--- config.mk ---
export PLATFORM = sky130hd
export DESIGN_NAME = fp_add_arbiter_flat
export DESIGN_NICKNAME = d
export VERILOG_FILES = /design/src/rtl/fp_add_arbiter_if.sv /design/src/rtl/fp_add_arbiter.sv /design/src/flat_wrapper.sv
export SDC_FILE = /design/constraint.sdc
export NUM_CORES = 1
export LEC_CHECK = 0
export CORE_MARGIN = 3
export CORE_UTILIZATION = 39
export DETAILED_ROUTE_END_ITERATION = 8
export PLACE_DENSITY = 0.95
export SLEW_MARGIN = 10
export SYNTH_ARGS = -nofsm -noshare
export SYNTH_HDL_FRONTEND = slang
export SYNTH_SLANG_ARGS = --single-unit
--- constraint.sdc ---
create_clock -name clk -period 5.3 [get_ports clk]
set_input_delay 0.53 -clock clk [delete_from_list [all_inputs] [get_ports clk]]
set_output_delay 0.53 -clock clk [all_outputs]
set_load 0.01 [all_outputs]
--- src/rtl/fp_add_arbiter_if.sv ---
// Bundle of the requester, shared-adder and result signals for fp_add_arbiter.
// The slave modport is the arbiter side; master is the environment side.
interface fp_add_arbiter_if;
    logic        req0_valid;
    logic [31:0] req0_a;
    logic [31:0] req0_b;
    logic        req0_ready;
    logic        req1_valid;
    logic [31:0] req1_a;
    logic [31:0] req1_b;
    logic        req1_ready;
    logic [31:0] add_a;
    logic [31:0] add_b;
    logic [31:0] add_sum;
    logic        res_valid;
    logic [31:0] res_data;
    logic        res_id;
    logic        res_err;
    logic        res_ready;
    logic        busy;

    modport slave (
        input  req0_valid, req0_a, req0_b,
        input  req1_valid, req1_a, req1_b,
        input  add_sum, res_ready,
        output req0_ready, req1_ready,
        output add_a, add_b,
        output res_valid, res_data, res_id, res_err, busy
    );

    modport master (
        output req0_valid, req0_a, req0_b,
        output req1_valid, req1_a, req1_b,
        output add_sum, res_ready,
        input  req0_ready, req1_ready,
        input  add_a, add_b,
        input  res_valid, res_data, res_id, res_err, busy
    );
endinterface

--- src/rtl/fp_add_arbiter.sv ---
// Two-requester round-robin front end for a shared combinational FP adder.
// One operation in flight: accept a pair, hold it on the adder for SETTLE_CYCLES,
// capture the sum, and hold the result until the consumer takes it.
// Pairs with a negative operand or an Inf/NaN exponent are rejected without using the adder.
module fp_add_arbiter #(
    parameter int unsigned SETTLE_CYCLES = 1,
    parameter bit          RR_INIT       = 1'b0
) (
    input logic            clk,
    input logic            rst,
    fp_add_arbiter_if.slave bus
);

    typedef enum logic [1:0] {StIdle, StSettle, StResult} state_e;

    localparam logic [3:0] CntLoad = 4'(SETTLE_CYCLES - 1);

    state_e      state_q, state_d;
    logic [3:0]  cnt_q, cnt_d;
    logic        prio_q, prio_d;
    logic [31:0] a_q, a_d;
    logic [31:0] b_q, b_d;
    logic        id_q, id_d;
    logic [31:0] data_q, data_d;
    logic        res_id_q, res_id_d;
    logic        err_q, err_d;

    logic        grant0, grant1, accept, sel_id, sel_bad;
    logic [31:0] sel_a, sel_b;

    function automatic logic is_unsupported(input logic [31:0] x);
        return x[31] | (x[30:23] == 8'hFF);
    endfunction

    // Grant: a lone requester wins; on contention the priority holder wins.
    always_comb begin
        grant0 = 1'b0;
        grant1 = 1'b0;
        if (state_q == StIdle && !rst) begin
            if (bus.req0_valid && bus.req1_valid) begin
                grant0 = ~prio_q;
                grant1 = prio_q;
            end else begin
                grant0 = bus.req0_valid;
                grant1 = bus.req1_valid;
            end
        end
        accept  = grant0 | grant1;
        sel_id  = grant1;
        sel_a   = grant1 ? bus.req1_a : bus.req0_a;
        sel_b   = grant1 ? bus.req1_b : bus.req0_b;
        sel_bad = is_unsupported(sel_a) | is_unsupported(sel_b);
    end

    // Next-state and datapath updates.
    always_comb begin
        state_d  = state_q;
        cnt_d    = cnt_q;
        prio_d   = prio_q;
        a_d      = a_q;
        b_d      = b_q;
        id_d     = id_q;
        data_d   = data_q;
        res_id_d = res_id_q;
        err_d    = err_q;
        unique case (state_q)
            StIdle: begin
                if (accept) begin
                    a_d    = sel_a;
                    b_d    = sel_b;
                    id_d   = sel_id;
                    prio_d = ~sel_id;
                    if (sel_bad) begin
                        // Rejected pairs bypass the adder entirely.
                        state_d  = StResult;
                        data_d   = 32'h0;
                        err_d    = 1'b1;
                        res_id_d = sel_id;
                    end else begin
                        state_d = StSettle;
                        cnt_d   = CntLoad;
                    end
                end
            end
            StSettle: begin
                if (cnt_q == 4'd0) begin
                    state_d  = StResult;
                    data_d   = bus.add_sum;
                    err_d    = 1'b0;
                    res_id_d = id_q;
                end else begin
                    cnt_d = cnt_q - 4'd1;
                end
            end
            StResult: begin
                if (bus.res_ready) begin
                    state_d = StIdle;
                end
            end
            default: state_d = StIdle;
        endcase
    end

    // State register with synchronous reset; reset discards any in-flight operation.
    always_ff @(posedge clk) begin
        if (rst) begin
            state_q  <= StIdle;
            cnt_q    <= 4'd0;
            prio_q   <= RR_INIT;
            a_q      <= 32'h0;
            b_q      <= 32'h0;
            id_q     <= 1'b0;
            data_q   <= 32'h0;
            res_id_q <= 1'b0;
            err_q    <= 1'b0;
        end else begin
            state_q  <= state_d;
            cnt_q    <= cnt_d;
            prio_q   <= prio_d;
            a_q      <= a_d;
            b_q      <= b_d;
            id_q     <= id_d;
            data_q   <= data_d;
            res_id_q <= res_id_d;
            err_q    <= err_d;
        end
    end

    // Output drive.
    always_comb begin
        bus.req0_ready = grant0;
        bus.req1_ready = grant1;
        bus.add_a      = a_q;
        bus.add_b      = b_q;
        bus.res_valid  = (state_q == StResult);
        bus.res_data   = data_q;
        bus.res_id     = res_id_q;
        bus.res_err    = err_q;
        bus.busy       = (state_q != StIdle);
    end

endmodule

--- src/flat_wrapper.sv ---
// flat-port wrapper written by rule: the top's interface ports become plain ports
module fp_add_arbiter_flat 
#(
    parameter int unsigned SETTLE_CYCLES = 1,
    parameter bit          RR_INIT       = 1'b0
)
  (clk, rst, bus_req0_valid, bus_req0_a, bus_req0_b, bus_req1_valid, bus_req1_a, bus_req1_b, bus_add_sum, bus_res_ready, bus_req0_ready, bus_req1_ready, bus_add_a, bus_add_b, bus_res_valid, bus_res_data, bus_res_id, bus_res_err, bus_busy);
  fp_add_arbiter_if bus_i ();
  input logic clk;
  input logic rst;
  input wire logic [$bits(bus_i.req0_valid)-1:0] bus_req0_valid;
  input wire logic [$bits(bus_i.req0_a)-1:0] bus_req0_a;
  input wire logic [$bits(bus_i.req0_b)-1:0] bus_req0_b;
  input wire logic [$bits(bus_i.req1_valid)-1:0] bus_req1_valid;
  input wire logic [$bits(bus_i.req1_a)-1:0] bus_req1_a;
  input wire logic [$bits(bus_i.req1_b)-1:0] bus_req1_b;
  input wire logic [$bits(bus_i.add_sum)-1:0] bus_add_sum;
  input wire logic [$bits(bus_i.res_ready)-1:0] bus_res_ready;
  output wire logic [$bits(bus_i.req0_ready)-1:0] bus_req0_ready;
  output wire logic [$bits(bus_i.req1_ready)-1:0] bus_req1_ready;
  output wire logic [$bits(bus_i.add_a)-1:0] bus_add_a;
  output wire logic [$bits(bus_i.add_b)-1:0] bus_add_b;
  output wire logic [$bits(bus_i.res_valid)-1:0] bus_res_valid;
  output wire logic [$bits(bus_i.res_data)-1:0] bus_res_data;
  output wire logic [$bits(bus_i.res_id)-1:0] bus_res_id;
  output wire logic [$bits(bus_i.res_err)-1:0] bus_res_err;
  output wire logic [$bits(bus_i.busy)-1:0] bus_busy;
  assign bus_i.req0_valid = bus_req0_valid;
  assign bus_i.req0_a = bus_req0_a;
  assign bus_i.req0_b = bus_req0_b;
  assign bus_i.req1_valid = bus_req1_valid;
  assign bus_i.req1_a = bus_req1_a;
  assign bus_i.req1_b = bus_req1_b;
  assign bus_i.add_sum = bus_add_sum;
  assign bus_i.res_ready = bus_res_ready;
  assign bus_req0_ready = bus_i.req0_ready;
  assign bus_req1_ready = bus_i.req1_ready;
  assign bus_add_a = bus_i.add_a;
  assign bus_add_b = bus_i.add_b;
  assign bus_res_valid = bus_i.res_valid;
  assign bus_res_data = bus_i.res_data;
  assign bus_res_id = bus_i.res_id;
  assign bus_res_err = bus_i.res_err;
  assign bus_busy = bus_i.busy;
  fp_add_arbiter #(.SETTLE_CYCLES(SETTLE_CYCLES), .RR_INIT(RR_INIT)) u_core (.clk(clk), .rst(rst), .bus(bus_i));
endmodule
### After elaboration in Yosys (flattened, before gate mapping)

Cells that the tools add are included.

| operators by class | value |
|---|---|
| add/sub/neg operators | 1 |
| eq/ne operators | 10 |
| mux-type cells | 27 |
| bitwise logic cells | 6 |
| reduce and logical (&&, ||, !) cells | 11 |

Operator list:

| kind | number |
|---|---|
| $mux 32 | 5 |
| $pmux 32 s2 | 1 |
| $eq 8x8->1 const B | 2 |
| $mux 4 | 3 |
| $mux 1 | 10 |
| $mux 2 | 4 |
| $pmux 4 s2 | 1 |
| $reduce_and 4->1 | 2 |
| $ne 2x1->1 const B | 3 |
| $ne 2x2->1 const B | 3 |
| $pmux 2 s3 | 1 |
| $logic_not 4->1 | 1 |
| $or 1x1->1 | 4 |
| $pmux 1 s2 | 2 |
| $reduce_bool 2->1 | 2 |
| $sub 4x1->4 const B | 1 |
| $reduce_and 3->1 | 1 |
| $eq 2x1->1 const B | 1 |
| $eq 2x2->1 const B | 1 |
| $logic_and 1x1->1 | 2 |
| $logic_not 2->1 | 1 |
| $not 1->1 | 2 |
| $reduce_and 2->1 | 1 |
| $logic_not 1->1 | 1 |

| word-level totals | value |
|---|---|
| register bits after elaboration | 106 |
| output and inout port bits | 102 |
| word-level logic and storage cells | 64 |

### Longest topological paths before layout

Gate-level depths: netlist of run 1.

| logic depth | value |
|---|---|
| word-level depth | 10 |
| depth in mapped cells | 8 |
| mapped depth without buffers | 7 |

### Least setup slack after synthesis of run 1

OpenSTA, ideal clock, no wires.

| timing | value |
|---|---|
| path type | in2out |
| from | in rst |
| to | out bus_req1_ready |
| arrival | 1.362 ns |
| data required time | 4.770 ns |
| path slack | 3.408 ns |
| stages on the path | 5 |
| path through | nor3_4 -> nand3_2 -> inv_2 -> buf_2 -> buf_1 |

| on the way | value |
|---|---|
| longest elaborated chain between the ends | 3 |

RTL lines:

| item | line | source |
|---|---|---|
| start: declaration | flat_wrapper.sv:10 | `input logic rst;` |
| $logic_not 1->1 | fp_add_arbiter.sv:39 | `if (state_q == StIdle && !rst) begin` |
| $logic_and 1x1->1 | fp_add_arbiter.sv:39 |  |
| $mux 1 | fp_add_arbiter.sv:39 |  |
| end: declaration | flat_wrapper.sv:20 | `output wire logic [$bits(bus_i.req1_ready)-1:0] bus_req1_ready;` |

No other way between the ends.

### Final worst setup path of run 1

| timing | value |
|---|---|
| from | in bus_req0_valid |
| to | out bus_req1_ready |

| on the way | value |
|---|---|
| longest elaborated chain between the ends | 3 |

RTL lines:

| item | line | source |
|---|---|---|
| start: declaration | flat_wrapper.sv:11 | `input wire logic [$bits(bus_i.req0_valid)-1:0] bus_req0_valid;` |
| $logic_and 1x1->1 | fp_add_arbiter.sv:40 | `if (bus.req0_valid && bus.req1_valid) begin` |
| $mux 1 | fp_add_arbiter.sv:40 |  |
| $mux 1 | fp_add_arbiter.sv:39 |  |

No other way between the ends.

==> results.sh, run 1 <==
export IMPL_status="finished, final reports clean"
export IMPL_ys_seq_area_share_pct=52.2
export IMPL_cts_hold_buf=0
export IMPL_synth_most_common_cell="dfxtp_1"
export IMPL_clock_sinks=106
export IMPL_post_cts_buffers=0
export IMPL_diodes=0
export IMPL_ys_warn_count=0
export IMPL_antenna_found_initial=0
export IMPL_crit_path_max_fanout=65
export IMPL_ys_types=35
export IMPL_drt_wl_total_mm=14.6
export IMPL_cap_viol_max_count=0
export IMPL_grt_pass1_wl_mm=22.2
export IMPL_peakVddDrop_mv=0.185
export IMPL_ios=267
export IMPL_io_buffers=266
export IMPL_syn_area_per_cell_um2=9.40
export IMPL_syn_nets=598
export IMPL_core_area_mm2=0.00995
export IMPL_cp_arrival_ns=2.81
export IMPL_row_count=36
export IMPL_yosysTopAreaCell="dfxtp_1"
export IMPL_setup_slack_ns=1.96
export IMPL_clock_fmax_mhz=300
export IMPL_p_per_area_mw_per_mm2=259
export IMPL_dpl_worst_slack_ns=1.93
export IMPL_first_iter_violations=391
export IMPL_clock_latency_ns=0.37
export IMPL_maxSlewHeadroom_pct=29.2
export IMPL_syn_area_mm2=0.00406
export IMPL_rsz0062_at_grt="no"
export IMPL_hold_viol_final=0
export IMPL_gp_congestion=0.811
export IMPL_cts_tree="yes"
export IMPL_start_kind="input pin"
export IMPL_fp_dieH_um=108
export IMPL_worstPathRequired_ns=4.77
export IMPL_worstMarginPinSlew_ns=1.06
export IMPL_vias_per_cell=5.55
export IMPL_die_w_um=108
export IMPL_first_pass_iters=8
export IMPL_yosysTopAreaCellShare_pct=52.2
export IMPL_clockBufferDepth=2
export IMPL_synthTopCellsByArea="dfxtp_1, a222oi_1, nor2_1, a22o_1, a311oi_1"
export IMPL_grt_pass1_vias=4375
export IMPL_tns_ns=0
export IMPL_dp_hpwl_mm=10.8
export IMPL_vias=4512
export IMPL_async_reset_ff_share_pct=0
export IMPL_fin_crit_sh_pct=63.0
export IMPL_nNetsFinal=841
export IMPL_grt_usage_pct=23.9
export IMPL_h_tree_depth=3
export IMPL_cts_made_buffers=9
export IMPL_p_leak_nw=2.57
export IMPL_die_area_mm2=0.0117
export IMPL_cts_resized_gates=0
export IMPL_crit_path_end_kind="output port"
export IMPL_syn_to_final_growth_pct=71.3
export IMPL_path_clk_slew_ns=0.10
export IMPL_skew_ns=0.0204
export IMPL_ant_nets=0
export IMPL_synth_cells=432
export IMPL_avgRoutedWirePerCell_um=17.9
export IMPL_synth_top_cells_by_count="dfxtp_1, nor2_1, nand2_1"
export IMPL_cts_root_buf="clkbuf_8"
export IMPL_min_period_ns=3.34
export IMPL_critPathKind="in -> out"
export IMPL_drive_gt1_share_pct=4.26
export IMPL_setup_viol=0
export IMPL_ys_seq_elements=106
export IMPL_drc_errors=0
export IMPL_ys_flop_type="dfxtp_1"
export IMPL_maxSlewViolCount=0
export IMPL_hold_class="reg -> reg"
export IMPL_initial_core_util_pct=40.8
export IMPL_overflow=0
export IMPL_synth_edf_count=0
export IMPL_grt_max_degree=77
## cells by family (layout without fill, tap and decap cells)
group,Yosys count,count (layout),synth area share [%]
simple gates,163,163,17.0
compound gates,118,118,25.7
flops,106,106,52.2
buf+inv,44,292,4.74
fa+ha+maj,1,1,0.308
## metal layers
| metal | global-route usage, % | wire [um] | vias up |
|---|---|---|---|
| li1 | - | - | 2115 |
| met1 | 25.9 | 5320 | 2135 |
| met2 | 44.4 | 7530 | 248 |
| met3 | 7.94 | 1550 | 14 |
| met4 | 6.67 | 186 | 0 |
| met5 | 0 | 0 | - |
## worst max-delay path, stage by stage
cell and delay [ns]:
clkdlybuf4s50_1 0.50, nand2b_1 0.13, nand3_2 0.07, buf_4 0.24, inv_2 0.12, buf_4 0.53, clkdlybuf4s50_1 0.66
## layout make-up
type / instances / area (um^2)
fill: 745 / 3000
timing repair buffer: 271 / 2700
sequential: 106 / 2120
multi-input combinational: 282 / 1760
tap: 133 / 166
clock buffer: 9 / 124
clock inverter: 7 / 68.8
inverter: 5 / 18.8
## placed cells by master (no fill, tap or decap)
cell type        instances
a222oi_1                37
clkbuf_8                 9
a31oi_1                  2
nand2b_1                 2
inv_1                    4
o32a_1                   1
nand3_2                  1
clkinv_4                 4
nand4_1                  8
buf_2                    1
a311oi_1                31
nor3_1                   2
buf_4                    5
nor3_4                   1
o221a_1                  1
dfxtp_1                106
or3_1                    2
nor3_2                   1
a21oi_1                  8
nand2_1                 58
or4_1                    1
ha_1                     1
inv_8                    3
o21ai_4                  1
clkdlybuf4s50_1        265
or2_1                    1
and3_1                   2
nor2_1                  78
o211ai_1                 1
o21ai_0                  2
nand3_1                  1
nor2b_1                  3
a21oi_4                  1
o21a_2                   1
or3b_1                   1
and2_1                   1
a22o_1                  32
inv_2                    1
## state kept, by name (all words and copies together) (netlist names)
register             flops
u_core.bus.res_id        1
u_core.bus.res_err       1
u_core.state_q           2
u_core.cnt_q             4
u_core.prio_q            1
u_core.bus.add_a        32
u_core.id_q              1
u_core.bus.res_data     32
u_core.bus.add_b        32
## path summary, 6_finish.rpt
path | startpoint | depth (start not counted) | endpoint | slack (ns)
worst max-delay path | bus_req0_valid | 7 | bus_req1_ready | 1.96
worst min register to register | u_core.bus.res_data[16] | 1 | u_core.bus.res_data[16] | 0.49
worst max register to register | u_core.state_q[1] | 5 | u_core.bus.res_data[21] | 2.67
worst min-delay path | u_core.bus.res_data[16] | 1 | u_core.bus.res_data[16] | 0.49
## report_power, final
part,switching (mW),internal [mW]
Clock,0.304,0.184
Combinational,0.182,0.250
Sequential,0.0304,0.848
Total,0.517,1.28
## metrics by stage
stage	hold slack (ns)	util, %	power [mW]	instances	area [um^2]
after global routing	0.510	69.9	1.88	813	6960
after floorplan	0.457	-	1.06	432	4060
final	0.489	69.9	1.80	813	6960
after global placement	0.460	68.0	1.31	797	6770
after CTS	0.495	69.9	1.81	813	6960
after detailed placement	0.463	68.0	1.33	797	6770
Power figures use the tool's default switching activity.
==> inputs of run 2 (changes only) <==
CORE_UTILIZATION = 36   (was 39)
PLACE_DENSITY = 0.92   (was 0.95)
clock period = 3.3 ns   (was 5.3 ns; I/O delays follow)
==> run 2 against run 1 <==
Against the previous run: flip-flop and latch count is the same; combinational power rose by 62%; via count is 1.1% higher; worst hold slack lost 0.054 ns; die area rose by 7.9%; clock power grew 140%.
==> results.sh, run 2 (synthesized netlist as in run 1, its figures left out) <==
export IMPL_clock_latency_ns=0.34
export IMPL_antenna_found_initial=0
export IMPL_p_leak_nw=2.63
export IMPL_die_w_um=112
export IMPL_syn_to_final_growth_pct=75.0
export IMPL_ios=267
export IMPL_clock_sinks=106
export IMPL_final_common_cell="clkdlybuf4s50_1"
export IMPL_status="finished, final reports clean"
export IMPL_dp_hpwl_mm=10.9
export IMPL_cts_root_buf="clkbuf_16"
export IMPL_maxSlewViolCount=0
export IMPL_setup_slack_ns=0.676
export IMPL_vias=4560
export IMPL_setup_viol=0
export IMPL_placed_cell_area_mm2=0.00679
export IMPL_reg2reg_slack_ns=0.68
export IMPL_grt_max_degree=77
export IMPL_crit_path_end_kind="register"
export IMPL_hold_viol_final=0
export IMPL_grt_pass1_wl_mm=22.8
export IMPL_fin_crit_sh_pct=79.5
export IMPL_path_clk_slew_ns=0.07
export IMPL_multi_input_area_mm2=0.00176
export IMPL_fin_area_mm2=0.00711
export IMPL_tns_ns=0
export IMPL_cp_arrival_ns=2.85
export IMPL_gp_congestion=0.956
export IMPL_worstMarginPinSlew_ns=0.871
export IMPL_nNetsFinal=843
export IMPL_cap_viol_max_count=0
export IMPL_vias_per_cell=5.55
export IMPL_cp_startpoint="u_core.state_q[1]"
export IMPL_die_area_mm2=0.0126
export IMPL_skew_ns=0.00585
export IMPL_drive_gt1_share_pct=4.40
export IMPL_worstPathRequired_ns=3.53
export IMPL_first_pass_iters=9
export IMPL_register_area_mm2=0.00212
export IMPL_r2r_start="u_core.state_q[1]"
export IMPL_io_buffers=266
export IMPL_grt_usage_pct=22.2
export IMPL_total_power_mw=3.26
export IMPL_row_count=38
export IMPL_critPathKind="reg -> reg"
export IMPL_cts_resized_gates=0
export IMPL_diodes=0
export IMPL_core_area_mm2=0.0109
export IMPL_fillCellCount=859
export IMPL_final_cell_mix="clkdlybuf4s50_1, dfxtp_1, nor2_1, nand2_1, a222oi_1"
export IMPL_grt_pass1_vias=4495
export IMPL_maxSlewHeadroom_pct=41.8
export IMPL_first_iter_violations=559
export IMPL_cts_tree="yes"
export IMPL_avgRoutedWirePerCell_um=17.9
export IMPL_drt_wl_total_mm=14.7
export IMPL_overflow=0
export IMPL_drc_errors=0
export IMPL_cts_made_buffers=9
export IMPL_dpl_worst_slack_ns=0.491
export IMPL_start_kind="register"
export IMPL_peakVddDrop_mv=0.276
export IMPL_cts_hold_buf=0
export IMPL_post_cts_buffers=0
export IMPL_h_tree_depth=3
export IMPL_p_per_area_mw_per_mm2=458
export IMPL_clockBufferDepth=2
export IMPL_hold_class="in -> reg"
export IMPL_fp_dieH_um=112
export IMPL_rsz0062_at_grt="no"
export IMPL_clock_fmax_mhz=381
export IMPL_holdCritStartpoint="rst"
export IMPL_initial_core_util_pct=37.1
export IMPL_min_period_ns=2.62
export IMPL_ant_nets=0
export IMPL_crit_path_max_fanout=51
run 2: cell count changes in the layout (fill, tap and decap cells not counted), sizes merged:
cell / before / now
clkinvlp: 0 / 1
inv: 8 / 6
buf: 6 / 8
clkbuf: 9 / 10
bufinv: 0 / 2
clkinv: 4 / 2
run 2: worst max-delay path, cell delays in order, from the launching register on:
cell	delay, ns
dfxtp_1	0.36
nor3_4	0.36
nand3_2	0.19
inv_2	0.31
buf_4	0.51
or3_1	0.24
nand3_1	0.18
a311oi_1	0.35
run 2: power by group:
| group | switching (mW) | total [mW] | internal [mW] | leakage (nW) |
|---|---|---|---|---|
| clock | 0.478 | 1.15 | 0.668 | 0.153 |
| sequential | 0.0485 | 1.41 | 1.36 | 0.866 |
| combinational | 0.296 | 0.700 | 0.404 | 1.61 |
| total | 0.822 | 3.26 | 2.43 | 2.63 |
run 2: path summary, 6_finish.rpt:
path / end / depth (start not counted)
setup / recovery: u_core.cnt_q[0] / 7
hold / removal: u_core.id_q / 5
setup reg to reg: u_core.cnt_q[0] / 7
hold reg to reg: u_core.bus.res_data[10] / 1
run 2: metrics by stage:
step | cells | utilization (%) | hold WS, ns
finish | 822 | 65.0 | 0.436
global placement | 806 | 62.1 | 0.460
global route | 822 | 65.0 | 0.468
floorplan | 432 | - | 0.455
detailed placement | 806 | 62.1 | 0.463
CTS | 822 | 65.0 | 0.431
run 2: final cells by class:
type | instances | share of cell area, %
clock buffer | 10 | 3.22
timing repair buffer | 273 | 38.1
inverter | 5 | 0.264
multi-input combinational | 282 | 24.8
sequential | 106 | 29.8
clock inverter | 6 | 1.27
tap | 140 | 2.46
run 2: per-layer routing:
layer  track usage [%]  share of wire, %  vias to the layer above
met4              6.97               1.8                        0
met1              25.8                37                     2162
met5                 0                 0                        -
met3              7.01               9.6                       20
met2              38.9                51                      256
li1                  -                 -                     2122
==> inputs of run 3 (changes only) <==
CORE_UTILIZATION = 33   (was 36)
PLACE_DENSITY = 0.9   (was 0.92)
clock period = 2.2 ns   (was 3.3 ns; I/O delays follow)
==> run 3 against run 2 <==
Against the previous run: worst setup slack got worse by 0.56 ns; wire length rose by 2.5%; first-iteration DRC count fell by 31%; worst hold slack improved by 0.0039 ns; cell count rose by 1.6%; fmax rose by 26%; register-to-register slack got worse by 0.56 ns; flip-flop and latch count did not move.
==> results.sh, run 3 (synthesized netlist as in run 1, its figures left out) <==
export IMPL_status="finished, final reports clean"
export IMPL_clockBufferDepth=2
export IMPL_ff2ff_path_depth=7
export IMPL_setup_viol=0
export IMPL_cp_arrival_ns=2.32
export IMPL_seqPwrFrac_pct=43.9
export IMPL_cp_slowest_cell="or3b_1"
export IMPL_dp_cells=818
export IMPL_cap_viol_max_count=0
export IMPL_cts_hold_buf=0
export IMPL_cp_top_family="compound AO/OA/AOI/OAI gates"
export IMPL_dp_hpwl_mm=11.2
export IMPL_crit_path_max_fanout=16
export IMPL_worstMarginPinSlew_ns=0.864
export IMPL_fin_crit_sh_pct=94.6
export IMPL_peakVddDrop_mv=0.484
export IMPL_die_w_um=117
export IMPL_io_buffers=266
export IMPL_start_kind="register"
export IMPL_fin_util_pct=61.6
export IMPL_gp_congestion=0.869
export IMPL_grt_pass1_vias=4577
export IMPL_clkPwrFrac_pct=33.6
export IMPL_switching_share_pct=26.1
export IMPL_clock_sinks=106
export IMPL_p_leak_nw=2.69
export IMPL_cpPeakStageDelay_ns=0.41
export IMPL_holdCritStartpoint="bus_req1_b[13]"
export IMPL_skew_ns=0.00723
export IMPL_hold_viol_final=0
export IMPL_hold_class="in -> reg"
export IMPL_final_common_cell="clkdlybuf4s50_1"
export IMPL_grt_usage_pct=20.9
export IMPL_initial_core_util_pct=34.7
export IMPL_register_area_mm2=0.00212
export IMPL_syn_to_final_growth_pct=77.5
export IMPL_cts_root_buf="clkbuf_16"
export IMPL_maxSlewHeadroom_pct=42.4
export IMPL_h_tree_depth=3
export IMPL_avgRoutedWirePerCell_um=18.0
export IMPL_p_sw_mw=1.26
export IMPL_drc_errors=0
export IMPL_grt_pass1_wl_mm=22.4
export IMPL_nNetsFinal=853
export IMPL_hold_worst_slack_ns=0.440
export IMPL_row_count=39
export IMPL_vias=4604
export IMPL_grt_max_degree=78
export IMPL_vias_per_cell=5.51
export IMPL_multi_input_area_mm2=0.00178
export IMPL_r2r_start="u_core.cnt_q[0]"
export IMPL_overflow=0
export IMPL_antenna_found_initial=0
export IMPL_core_area_mm2=0.0117
export IMPL_drive_gt1_share_pct=6.07
export IMPL_reg2reg_slack_ns=0.12
export IMPL_path_clk_slew_ns=0.07
export IMPL_clock_fmax_mhz=481
export IMPL_hold_path_end="u_core.bus.add_b[13]"
export IMPL_whs_path_depth=3
export IMPL_first_pass_iters=7
export IMPL_crit_path_end_kind="register"
export IMPL_cp_startpoint="u_core.cnt_q[0]"
export IMPL_ios=267
export IMPL_diodes=0
export IMPL_drt_wl_total_mm=15.1
export IMPL_timing_rr_end="u_core.bus.res_data[25]"
export IMPL_worstPathRequired_ns=2.44
export IMPL_crit_chain="inv_1 -> ha_1 -> or3b_1 -> nor2_1 -> o32a_2 -> a21oi_4 -> a22o_1"
export IMPL_path_buf_inv=1
export IMPL_final_cell_mix="clkdlybuf4s50_1, dfxtp_1, nor2_1, nand2_1, a222oi_1"
export IMPL_cts_made_buffers=9
export IMPL_power_frac_comb_pct=22.6
export IMPL_die_area_mm2=0.0137
export IMPL_critPathKind="reg -> reg"
export IMPL_fp_dieH_um=117
export IMPL_instances_no_fill=835
export IMPL_p_per_area_mw_per_mm2=668
export IMPL_rsz0062_at_grt="no"
export IMPL_fillCellCount=954
export IMPL_cts_tree="yes"
export IMPL_clock_latency_ns=0.35
export IMPL_p_int_mw=3.56
export IMPL_ant_nets=0
export IMPL_first_iter_violations=386
export IMPL_maxSlewViolCount=0
export IMPL_min_period_ns=2.08
==> run 3: how the worst max path moves through the flow <==
stage	end	slack, ns	depth (start not counted)
3_5_place_dp	u_core.bus.res_data[25]	-0.17	7
6_report	u_core.bus.res_data[25]	0.12	7
3_3_place_gp	u_core.bus.res_data[17]	-0.11	7
4_1_cts	bus_req0_ready	0.04	4
2_1_floorplan	u_core.bus.res_data[10]	0.32	8
5_1_grt	u_core.bus.res_data[14]	0.02	7
==> run 3: layout make-up <==
class / instances / share of cell area [%]
clock buffers: 9 / 3.12
clock inverters: 7 / 1.04
inverters: 5 / 0.260
multi-input cells: 283 / 24.7
flip-flops and latches: 106 / 29.4
well taps: 143 / 2.48
repair buffers: 282 / 38.9
==> run 3: repair_timing <==
item / CTS / global route
pin swaps: 2 / 0
resized for setup: 6 / 2
cloned: 1 / 0
setup buffers: 0 / 0
endpoints found under the setup margin: 33 / 3
==> run 3: routing by layer <==
layer	wire (um)	global-route usage, %
met5	0	0
met2	7660	36.9
met1	5610	22.8
met3	1310	6.58
met4	483	9.79
==> run 3: worst register-to-register path, delay by kind of cell, from the launching register on <==
family | cells | cell delay, ns
compound gates | 3 | 0.76
fa+ha+maj | 1 | 0.21
buf+inv | 1 | 0.06
flops | 1 | 0.34
simple gates | 2 | 0.60
==> run 3: power by group through the flow <==
stage | registers, mW | clock network [mW] | logic (mW)
after CTS | 2.11 | 1.66 | 1.09
after global routing | 2.13 | 1.73 | 1.17
after detailed placement | 2.16 | 0 | 1.07
final | 2.11 | 1.62 | 1.09
after global placement | 2.15 | 0 | 1.04
after floorplan | 2.20 | 0 | 0.355
==> run 3: metrics by stage <==
| step | power [mW] | setup TNS, ns | instance area (um^2) | setup slack, ns |
|---|---|---|---|---|
| finish | 4.82 | 0 | 7210 | 0.119 |
| global route | 5.02 | 0 | 7210 | 0.0221 |
| CTS | 4.86 | 0 | 7200 | 0.0439 |
| detailed placement | 3.23 | -5.01 | 6870 | -0.174 |
| global placement | 3.19 | -3.47 | 6870 | -0.111 |
| floorplan | 2.56 | 0 | 4060 | 0.316 |
